**src/rtl/brush_stamp_ctrl.sv**
```systemverilog
// Write-port sequencer for the canvas store: expands clipped square stamps and
// full-canvas clear fills into one pixel write per clock.
module brush_stamp_ctrl #(
  parameter int unsigned CANVAS_W = 201,
  parameter int unsigned CANVAS_H = 201
) (
  input  logic       clk,
  input  logic       reset,
  input  logic       stamp_req,
  input  logic [7:0] cx,
  input  logic [7:0] cy,
  input  logic [2:0] radius,
  input  logic [2:0] color,
  input  logic       clear_req,
  input  logic [2:0] clear_color,
  output logic       brush,
  output logic [7:0] wx,
  output logic [7:0] wy,
  output logic [2:0] newColor,
  output logic       busy,
  output logic       done
);

  localparam logic signed [9:0] XLast  = signed'(10'(CANVAS_W - 1));
  localparam logic signed [9:0] YLast  = signed'(10'(CANVAS_H - 1));
  localparam logic [7:0]        XLast8 = 8'(CANVAS_W - 1);
  localparam logic [7:0]        YLast8 = 8'(CANVAS_H - 1);

  typedef enum logic [1:0] {StIdle, StStamp, StClear} state_e;

  state_e     state_q, state_d;
  logic [7:0] wx_q, wx_d, wy_q, wy_d;
  logic [2:0] col_q, col_d;
  logic       brush_q, brush_d, busy_q, busy_d, done_q, done_d;
  logic [7:0] x0_q, x0_d, x1_q, x1_d, y1_q, y1_d;
  logic       pend_q, pend_d;
  logic [2:0] pend_col_q, pend_col_d;

  // Clipped stamp bounds; signed so cx-r below zero clamps rather than wraps.
  logic signed [9:0] cx_s, cy_s, r_s, xlo, xhi, ylo, yhi;
  logic signed [9:0] x0_c, x1_c, y0_c, y1_c;
  logic              empty_c;

  always_comb begin
    cx_s    = signed'({2'b00, cx});
    cy_s    = signed'({2'b00, cy});
    r_s     = signed'({7'd0, radius});
    xlo     = cx_s - r_s;
    xhi     = cx_s + r_s;
    ylo     = cy_s - r_s;
    yhi     = cy_s + r_s;
    x0_c    = (xlo < 10'sd0) ? 10'sd0 : xlo;
    y0_c    = (ylo < 10'sd0) ? 10'sd0 : ylo;
    x1_c    = (xhi > XLast) ? XLast : xhi;
    y1_c    = (yhi > YLast) ? YLast : yhi;
    empty_c = (x0_c > x1_c) || (y0_c > y1_c);
  end

  always_comb begin
    state_d    = state_q;
    wx_d       = wx_q;
    wy_d       = wy_q;
    col_d      = col_q;
    brush_d    = brush_q;
    busy_d     = busy_q;
    done_d     = 1'b0;
    x0_d       = x0_q;
    x1_d       = x1_q;
    y1_d       = y1_q;
    pend_d     = pend_q;
    pend_col_d = pend_col_q;

    unique case (state_q)
      StIdle: begin
        brush_d = 1'b0;
        busy_d  = 1'b0;
        if (pend_q || clear_req) begin
          state_d = StClear;
          brush_d = 1'b1;
          busy_d  = 1'b1;
          wx_d    = 8'd0;
          wy_d    = 8'd0;
          col_d   = pend_q ? pend_col_q : clear_color;
          pend_d  = 1'b0;
        end else if (stamp_req) begin
          if (empty_c) begin
            done_d = 1'b1;
          end else begin
            state_d = StStamp;
            brush_d = 1'b1;
            busy_d  = 1'b1;
            wx_d    = x0_c[7:0];
            wy_d    = y0_c[7:0];
            col_d   = color;
            x0_d    = x0_c[7:0];
            x1_d    = x1_c[7:0];
            y1_d    = y1_c[7:0];
          end
        end
      end
      StStamp: begin
        if (clear_req) begin
          pend_d     = 1'b1;
          pend_col_d = clear_color;
        end
        if (wx_q == x1_q) begin
          if (wy_q == y1_q) begin
            state_d = StIdle;
            brush_d = 1'b0;
            busy_d  = 1'b0;
            done_d  = 1'b1;
          end else begin
            wx_d = x0_q;
            wy_d = wy_q + 8'd1;
          end
        end else begin
          wx_d = wx_q + 8'd1;
        end
      end
      StClear: begin
        if (wx_q == XLast8) begin
          if (wy_q == YLast8) begin
            state_d = StIdle;
            brush_d = 1'b0;
            busy_d  = 1'b0;
            done_d  = 1'b1;
          end else begin
            wx_d = 8'd0;
            wy_d = wy_q + 8'd1;
          end
        end else begin
          wx_d = wx_q + 8'd1;
        end
      end
      default: state_d = StIdle;
    endcase
  end

  always_ff @(posedge clk) begin
    if (reset) begin
      state_q    <= StIdle;
      wx_q       <= 8'd0;
      wy_q       <= 8'd0;
      col_q      <= 3'd0;
      brush_q    <= 1'b0;
      busy_q     <= 1'b0;
      done_q     <= 1'b0;
      x0_q       <= 8'd0;
      x1_q       <= 8'd0;
      y1_q       <= 8'd0;
      pend_q     <= 1'b0;
      pend_col_q <= 3'd0;
    end else begin
      state_q    <= state_d;
      wx_q       <= wx_d;
      wy_q       <= wy_d;
      col_q      <= col_d;
      brush_q    <= brush_d;
      busy_q     <= busy_d;
      done_q     <= done_d;
      x0_q       <= x0_d;
      x1_q       <= x1_d;
      y1_q       <= y1_d;
      pend_q     <= pend_d;
      pend_col_q <= pend_col_d;
    end
  end

  assign brush    = brush_q;
  assign wx       = wx_q;
  assign wy       = wy_q;
  assign newColor = col_q;
  assign busy     = busy_q;
  assign done     = done_q;

endmodule

```
**config.mk**
```make
export PLATFORM = sky130hd
export DESIGN_NAME = brush_stamp_ctrl
export DESIGN_NICKNAME = d
export VERILOG_FILES = /design/src/rtl/brush_stamp_ctrl.sv
export SDC_FILE = /design/constraint.sdc
export NUM_CORES = 1
export LEC_CHECK = 0
export CORE_UTILIZATION = 52
export CTS_CLUSTER_SIZE = 14
export DETAILED_ROUTE_END_ITERATION = 10
export DONT_BUFFER_PORTS = 1
export GPL_ROUTABILITY_DRIVEN = 0
export PLACE_DENSITY_LB_ADDON = 0.2
export SLEW_MARGIN = 15
export SYNTH_ARGS = -nofsm -noshare
export SYNTH_HDL_FRONTEND = slang
export SYNTH_SLANG_ARGS = --single-unit
```
**constraint.sdc**
```tcl
create_clock -name clk -period 4.1 [get_ports clk]
set_input_delay 0.41 -clock clk [delete_from_list [all_inputs] [get_ports clk]]
set_output_delay 0.41 -clock clk [all_outputs]
set_load 0.005 [all_outputs]
```
=== Word level (Yosys, flattened, before mapping) ===
Cells that the tools add are included.

* Reduce and logical (&&, ||, !) cells: 14
* Bitwise logic cells: 2
* $lt $le $gt $ge: 6
* Add/sub/neg operators: 6
* Divide/modulo/power cells: 0
* $mul: 0
* Eq/ne operators: 19
* Shift-type cells: 0
* Multiplexer cells: 51

{| class="wikitable"
|+ Operators with widths
! kind !! count
|-
| $mux 8 || 14
|-
| $pmux 8 s3 || 2
|-
| $gt 10x10->1 || 2
|-
| $mux 10 || 2
|-
| $add 8x3->9 || 2
|-
| $gt 9x8->1 const B || 2
|-
| $lt 9x1->1 const B || 2
|-
| $mux 9 || 2
|-
| $sub 8x3->9 || 2
|-
| $add 8x1->8 const B || 2
|-
| $eq 8x8->1 || 2
|-
| $eq 8x8->1 const B || 2
|-
| $mux 1 || 16
|-
| $ne 2x2->1 const B || 8
|-
| $mux 2 || 7
|-
| $mux 3 || 4
|-
| $ne 3x3->1 const B || 4
|-
| $reduce_and 5->1 || 2
|-
| $reduce_and 7->1 || 1
|-
| $pmux 1 s3 || 2
|-
| $pmux 2 s3 || 1
|-
| $reduce_and 3->1 || 2
|-
| $reduce_and 6->1 || 1
|-
| $reduce_and 4->1 || 1
|-
| other kinds (10) || 13
|}

* Memories kept: 0
* Flip-flop bits (word level): 51
* Bits in read-only memories: 0
* Latch bits: 0
* Input port bits: 29
* Bits in writable memories: 0

=== Logic depth before layout (Yosys ltp) ===
* Depth in word-level cells: 9
* Depth in mapped cells: 17
* Gate-level depth less buffers: 16

=== Worst setup path before layout ===
OpenSTA, ideal clock, no wires.

* Path kind: input to register
* Start: in cx[0]
* End: reg wx_q[0], in the netlist wx[0]
* Cell stages on the path: 16
* Setup slack: 138 ps
* Required time: 3979 ps
* Arrival time: 3841 ps
* Cell sequence: ha_1 > fa_1 > nor2b_1 > o21ai_1 > xnor2_1 > and2_1 > o41ai_2 > and2_1 > ha_1 > and3_4 > a221oi_1 > o221a_2 > o221ai_2 > a21o_1 > buf_6 > mux2_4

* Word-level cells in the longest chain between the ends: 7
* Elaborated cells between the ends (all ways): 14
* Those cells by class: add/sub (2); order compare (3); eq/ne (1); mux (6); reduce/logical (2)

{| class="wikitable"
|+ RTL lines
! item !! line !! text
|-
| start, declared || 10 || <nowiki>input logic [7:0] cx,</nowiki>
|-
| $sub 8x3->9 / $add 8x3->9 (equally long branches) || 48, 49 ||
|-
| $lt 9x1->1 / $gt 9x8->1 (equally long branches) || 52, 54 ||
|-
| $mux 10 / $mux 9 (equally long branches) || 52, 54 ||
|-
| $gt 10x10->1 / $mux 8 (equally long branches) || 56, 86 ||
|-
| $logic_or 1x1->1 / $mux 8 (equally long branches) || 56, 85 ||
|-
| $ne 3x3->1 (no source line) / $mux 8 (equally long branches) || n/a ||
|-
| $reduce_and 5->1 (no source line) / $pmux 8 s3 (equally long branches) || n/a ||
|-
| end signal, assigned || 155 || <nowiki>wx_q <= wx_d;</nowiki>
|-
| end, declared || 32 || <nowiki>logic [7:0] wx_q, wx_d, wy_q, wy_d;</nowiki>
|}

Parallel ways exist; a longest one is shown, timed or not. The select of a mux whose other input is x is not followed.
A chain may end at the register's enable or synchronous reset.

=== Worst setup path in the final report ===
* Start: in radius[1]
* End: reg wx_q[0], in the netlist wx[0]

* Word-level cells in the longest chain between the ends: 7
* Elaborated cells between the ends (all ways): 21
* Those cells by class: add/sub (4); order compare (6); eq/ne (1); mux (8); reduce/logical (2)

{| class="wikitable"
|+ RTL lines
! item !! line !! text
|-
| start, declared || 12 || <nowiki>input logic [2:0] radius,</nowiki>
|-
| $sub 8x3->9, or another cell as far along || 48 || <nowiki>xlo = cx_s - r_s;</nowiki>
|-
| $lt 9x1->1, or another cell as far along || 52 || <nowiki>x0_c = (xlo < 10'sd0) ? 10'sd0 : xlo;</nowiki>
|-
| $mux 10, or another cell as far along || 52 ||
|-
| $gt 10x10->1 / $mux 8 (equally long branches) || 56, 86 ||
|-
| $logic_or 1x1->1 / $mux 8 (equally long branches) || 56, 85 ||
|-
| $ne 3x3->1 (no source line) / $mux 8 (equally long branches) || n/a ||
|-
| $reduce_and 5->1 (no source line) / $pmux 8 s3 (equally long branches) || n/a ||
|}

Parallel ways exist; a longest one is shown, timed or not. The select of a mux whose other input is x is not followed.

==> flow_summary_export.csv <==
group,metric,value,unit
worst_setup_path,endpoint_kind,"flop",
final_layout,nNetsFinal,652,
worst_setup_path,crit_slowest_cell,"a32oi_1",
worst_setup_path,r2r_start,"wy[5]$_SDFFE_PP0P_",
worst_setup_path,critPathRequiredTime,4.30,ns
final_layout,drive_above_1_share,0.111,
timing,skew,0.0118,ns
yosys,syn-num-nets,661,
timing,fmax,261,MHz
worst_setup_path,worst-path-stages,15,
worst_setup_path,r2r_cells,6,
yosys,synthFlopType,"dfxtp_1",
floorplan,rows,34,
detailed_routing,drtIter0Drc,243,
yosys,synth_seq_cells,51,
yosys,ys.warnings.count,0,
clocking,clk_latency,0.31,ns
clocking,ctsLongestPathBuffers,2,
worst_setup_path,cp-endpoint,"wx[0]$_SDFFE_PP0P_",
timing,rsz0062_at_grt,"false",
grt,grt_overflow,0,
final_layout,insertedDiodeCount,0,
detailed_routing,dr.pass1.iters,5,
grt,grt_use_met1,0.341,
timing,period_share,0.935,
final_layout,layout_commonest_cell,"nand2_1",
floorplan,die_h,97.1,um
detailed_routing,ant_nets,0,
worst_setup_path,cp_top_family,"compound AO/OA/AOI/OAI gates",
worst_setup_path,rrSetupSlack,1.53,ns
worst_setup_path,crit_fanout,8,
timing,hold_viol,0,
worst_setup_path,crit_type,"primary input to flop",
placed_design,place_hpwl,9580,um
placed_design,portBuffers,0,
worst_setup_path,crit_path_cell_trace,"inv_1, ha_1, nand2b_1, a21oi_2, o211ai_1, nand2b_1, a32oi_1, nor2_1, ha_1, and3_4, a221oi_1, o221a_2, o221ai_2, a21o_1, mux2_4",
detailed_routing,num_vias,4395,
clocking,cts-buffers-inserted,5,
floorplan,fp.coreArea,8720,um2
clocking,post_cts_resized,0,
yosys,yosysUniqueCellTypes,81,
clocking,cts_tree,"built",
clocking,clock-sinks,51,
power_and_ir_drop,leakage,1.91,nW
worst_setup_path,worstPathArrival,4.03,ns
yosys,synth_seq_area_share,0.217,
detailed_routing,vias_per_cell,6.35,
yosys,synth_edf_count,0,
timing,hold_slack,0.157,ns
grt,met3_usage,0.0432,
yosys,synthArstFlopShare,0,
timing,maxSlewViolCount,0,
detailed_routing,drc,0,
yosys,synth_cells,592,
clocking,path_clk_slew,0.09,ns
grt,grt_max_degree,47,
grt,grt_use_met2,0.445,
outcome,status,"completed",
detailed_routing,finalWirelength,12400,um
min_path,worstHoldPathType,"primary input to flop",
grt,grt_pass1_wl,20500,um
final_layout,syn_to_final_growth,4.95,%
timing,setup_viol,0,
floorplan,io_pins,51,
final_layout,mostFrequentLayoutCells,"nand2_1, dfxtp_1, a21oi_1, ha_1, nor2_1",
floorplan,dieArea,9430,um2
worst_setup_path,crit_buf_inv,1,
floorplan,initial_core_util,0.539,
timing,fin_crit,3.83,ns
grt,grt_most_used_layer,"met2",
clocking,h-tree-depth,2,
timing,max_slew.worst_pin.slew,0.927,ns
job,cap_violations,0,
detailed_routing,wl_per_cell,18.0,um
clocking,postCtsSetupRepairBufs,0,
worst_setup_path,start_kind,"primary input",
clocking,clockRootBuffer,"clkbuf_8",
final_layout,post-route-util,0.566,
grt,grt_use_total,0.262,
grt,grt_pass1_vias,4264,
yosys,syn_avg_cell_area,7.94,um2
grt,grt_antenna_before_repair,0,
yosys,syn-cell-area,4700,um2
worst_setup_path,r2r_end,"wx[0]$_SDFFE_PP0P_",
power_and_ir_drop,ir_worst_vdd,0.000201,V
timing,slew_headroom,0.380,
floorplan,dieWidth,97.1,um
power_and_ir_drop,p_per_area,347,nW/um2
worst_setup_path,slowest_delay,0.35,ns
clocking,cts_hold_buf,0,
worst_setup_path,startpoint,"radius[1]",
## kinds of logic after synthesis
family          after synthesis  synth area share
simple gates                213             0.236
compound gates              179             0.290
buf+inv                      67            0.0596
flops                        51             0.217
fa+ha+maj                    40             0.113
xor+xnor                     32            0.0612
mux                          10            0.0234
## power by group
part / switching (W) / total (W) / leakage (nW) / internal (W)
clock network: 0.000177 / 0.000315 / 0.0474 / 0.000138
registers: 0.0000878 / 0.000638 / 0.415 / 0.000550
logic: 0.000429 / 0.000762 / 1.44 / 0.000333
## cell usage after synthesis, drive strengths merged, types with 6 or more instances
master | instances | share of area
o211ai | 7 | 0.011
ha | 36 | 0.096
and2 | 9 | 0.012
and3 | 10 | 0.015
a221oi | 7 | 0.013
a211oi | 19 | 0.030
buf | 15 | 0.018
or3 | 7 | 0.0093
o21ai | 26 | 0.030
a21o | 7 | 0.011
o32ai | 11 | 0.027
or2 | 6 | 0.0080
nand2b | 11 | 0.016
nand3 | 19 | 0.020
nand4 | 11 | 0.016
o31ai | 8 | 0.013
nor2b | 9 | 0.012
o221a | 6 | 0.014
nor3 | 15 | 0.016
dfxtp | 51 | 0.22
nor2 | 35 | 0.028
nand2 | 66 | 0.053
clkbuf | 21 | 0.017
xor2 | 12 | 0.022
a21oi | 43 | 0.047
o21a | 8 | 0.013
inv | 31 | 0.025
xnor2 | 20 | 0.039
## state kept, by name, indices dropped and copies added, names as in the netlist
register and flops:
pend_col_q 3, busy 1, x0_q 8, pend_q 1, newColor 3, done 1, y1_q 8, state_q 2
x1_q 8, wy 8, wx 8
## how the worst min path moves through the flow
stage,cells after the start,startpoint,to
2_1_floorplan,2,x0_q[5]$_SDFFE_PP0P_,x0_q[5]$_SDFFE_PP0P_
3_3_place_gp,2,pend_col_q[2]$_SDFFE_PP0P_,pend_col_q[2]$_SDFFE_PP0P_
4_1_cts,1,reset,pend_col_q[2]$_SDFFE_PP0P_
5_1_grt,1,reset,y1_q[4]$_SDFFE_PP0P_
6_report,1,reset,y1_q[4]$_SDFFE_PP0P_
3_5_place_dp,2,x0_q[1]$_SDFFE_PP0P_,x0_q[1]$_SDFFE_PP0P_
## per-layer routing
layer  wire (um)  vias to the layer above
met5           0                        -
met4         231                        0
met3         724                       20
met2        5910                      147
met1        5570                     2077
li1            -                     2151
## per-stage QoR
| step | cells | setup TNS [ns] | power (W) | area, um2 | setup WS [ns] |
|---|---|---|---|---|---|
| floorplan | 592 | 0 | 0.00122 | 4700 | 0.138 |
| global placement | 684 | 0 | 0.00138 | 4840 | 0.0723 |
| detailed placement | 684 | -0.0189 | 0.00140 | 4840 | -0.0189 |
| CTS | 692 | 0 | 0.00171 | 4930 | 0.307 |
| global route | 692 | 0 | 0.00182 | 4930 | 0.0432 |
| finish | 692 | 0 | 0.00171 | 4930 | 0.268 |
## area by class of cell
| type | instances | area [um2] |
|---|---|---|
| fill | 846 | 3790 |
| multi-input combinational | 474 | 3400 |
| sequential | 51 | 1020 |
| timing repair buffer | 20 | 163 |
| tap | 108 | 135 |
| inverter | 31 | 116 |
| clock buffer | 6 | 82.6 |
| clock inverter | 2 | 16.3 |
Note: power is estimated with default switching activity, not from simulation.
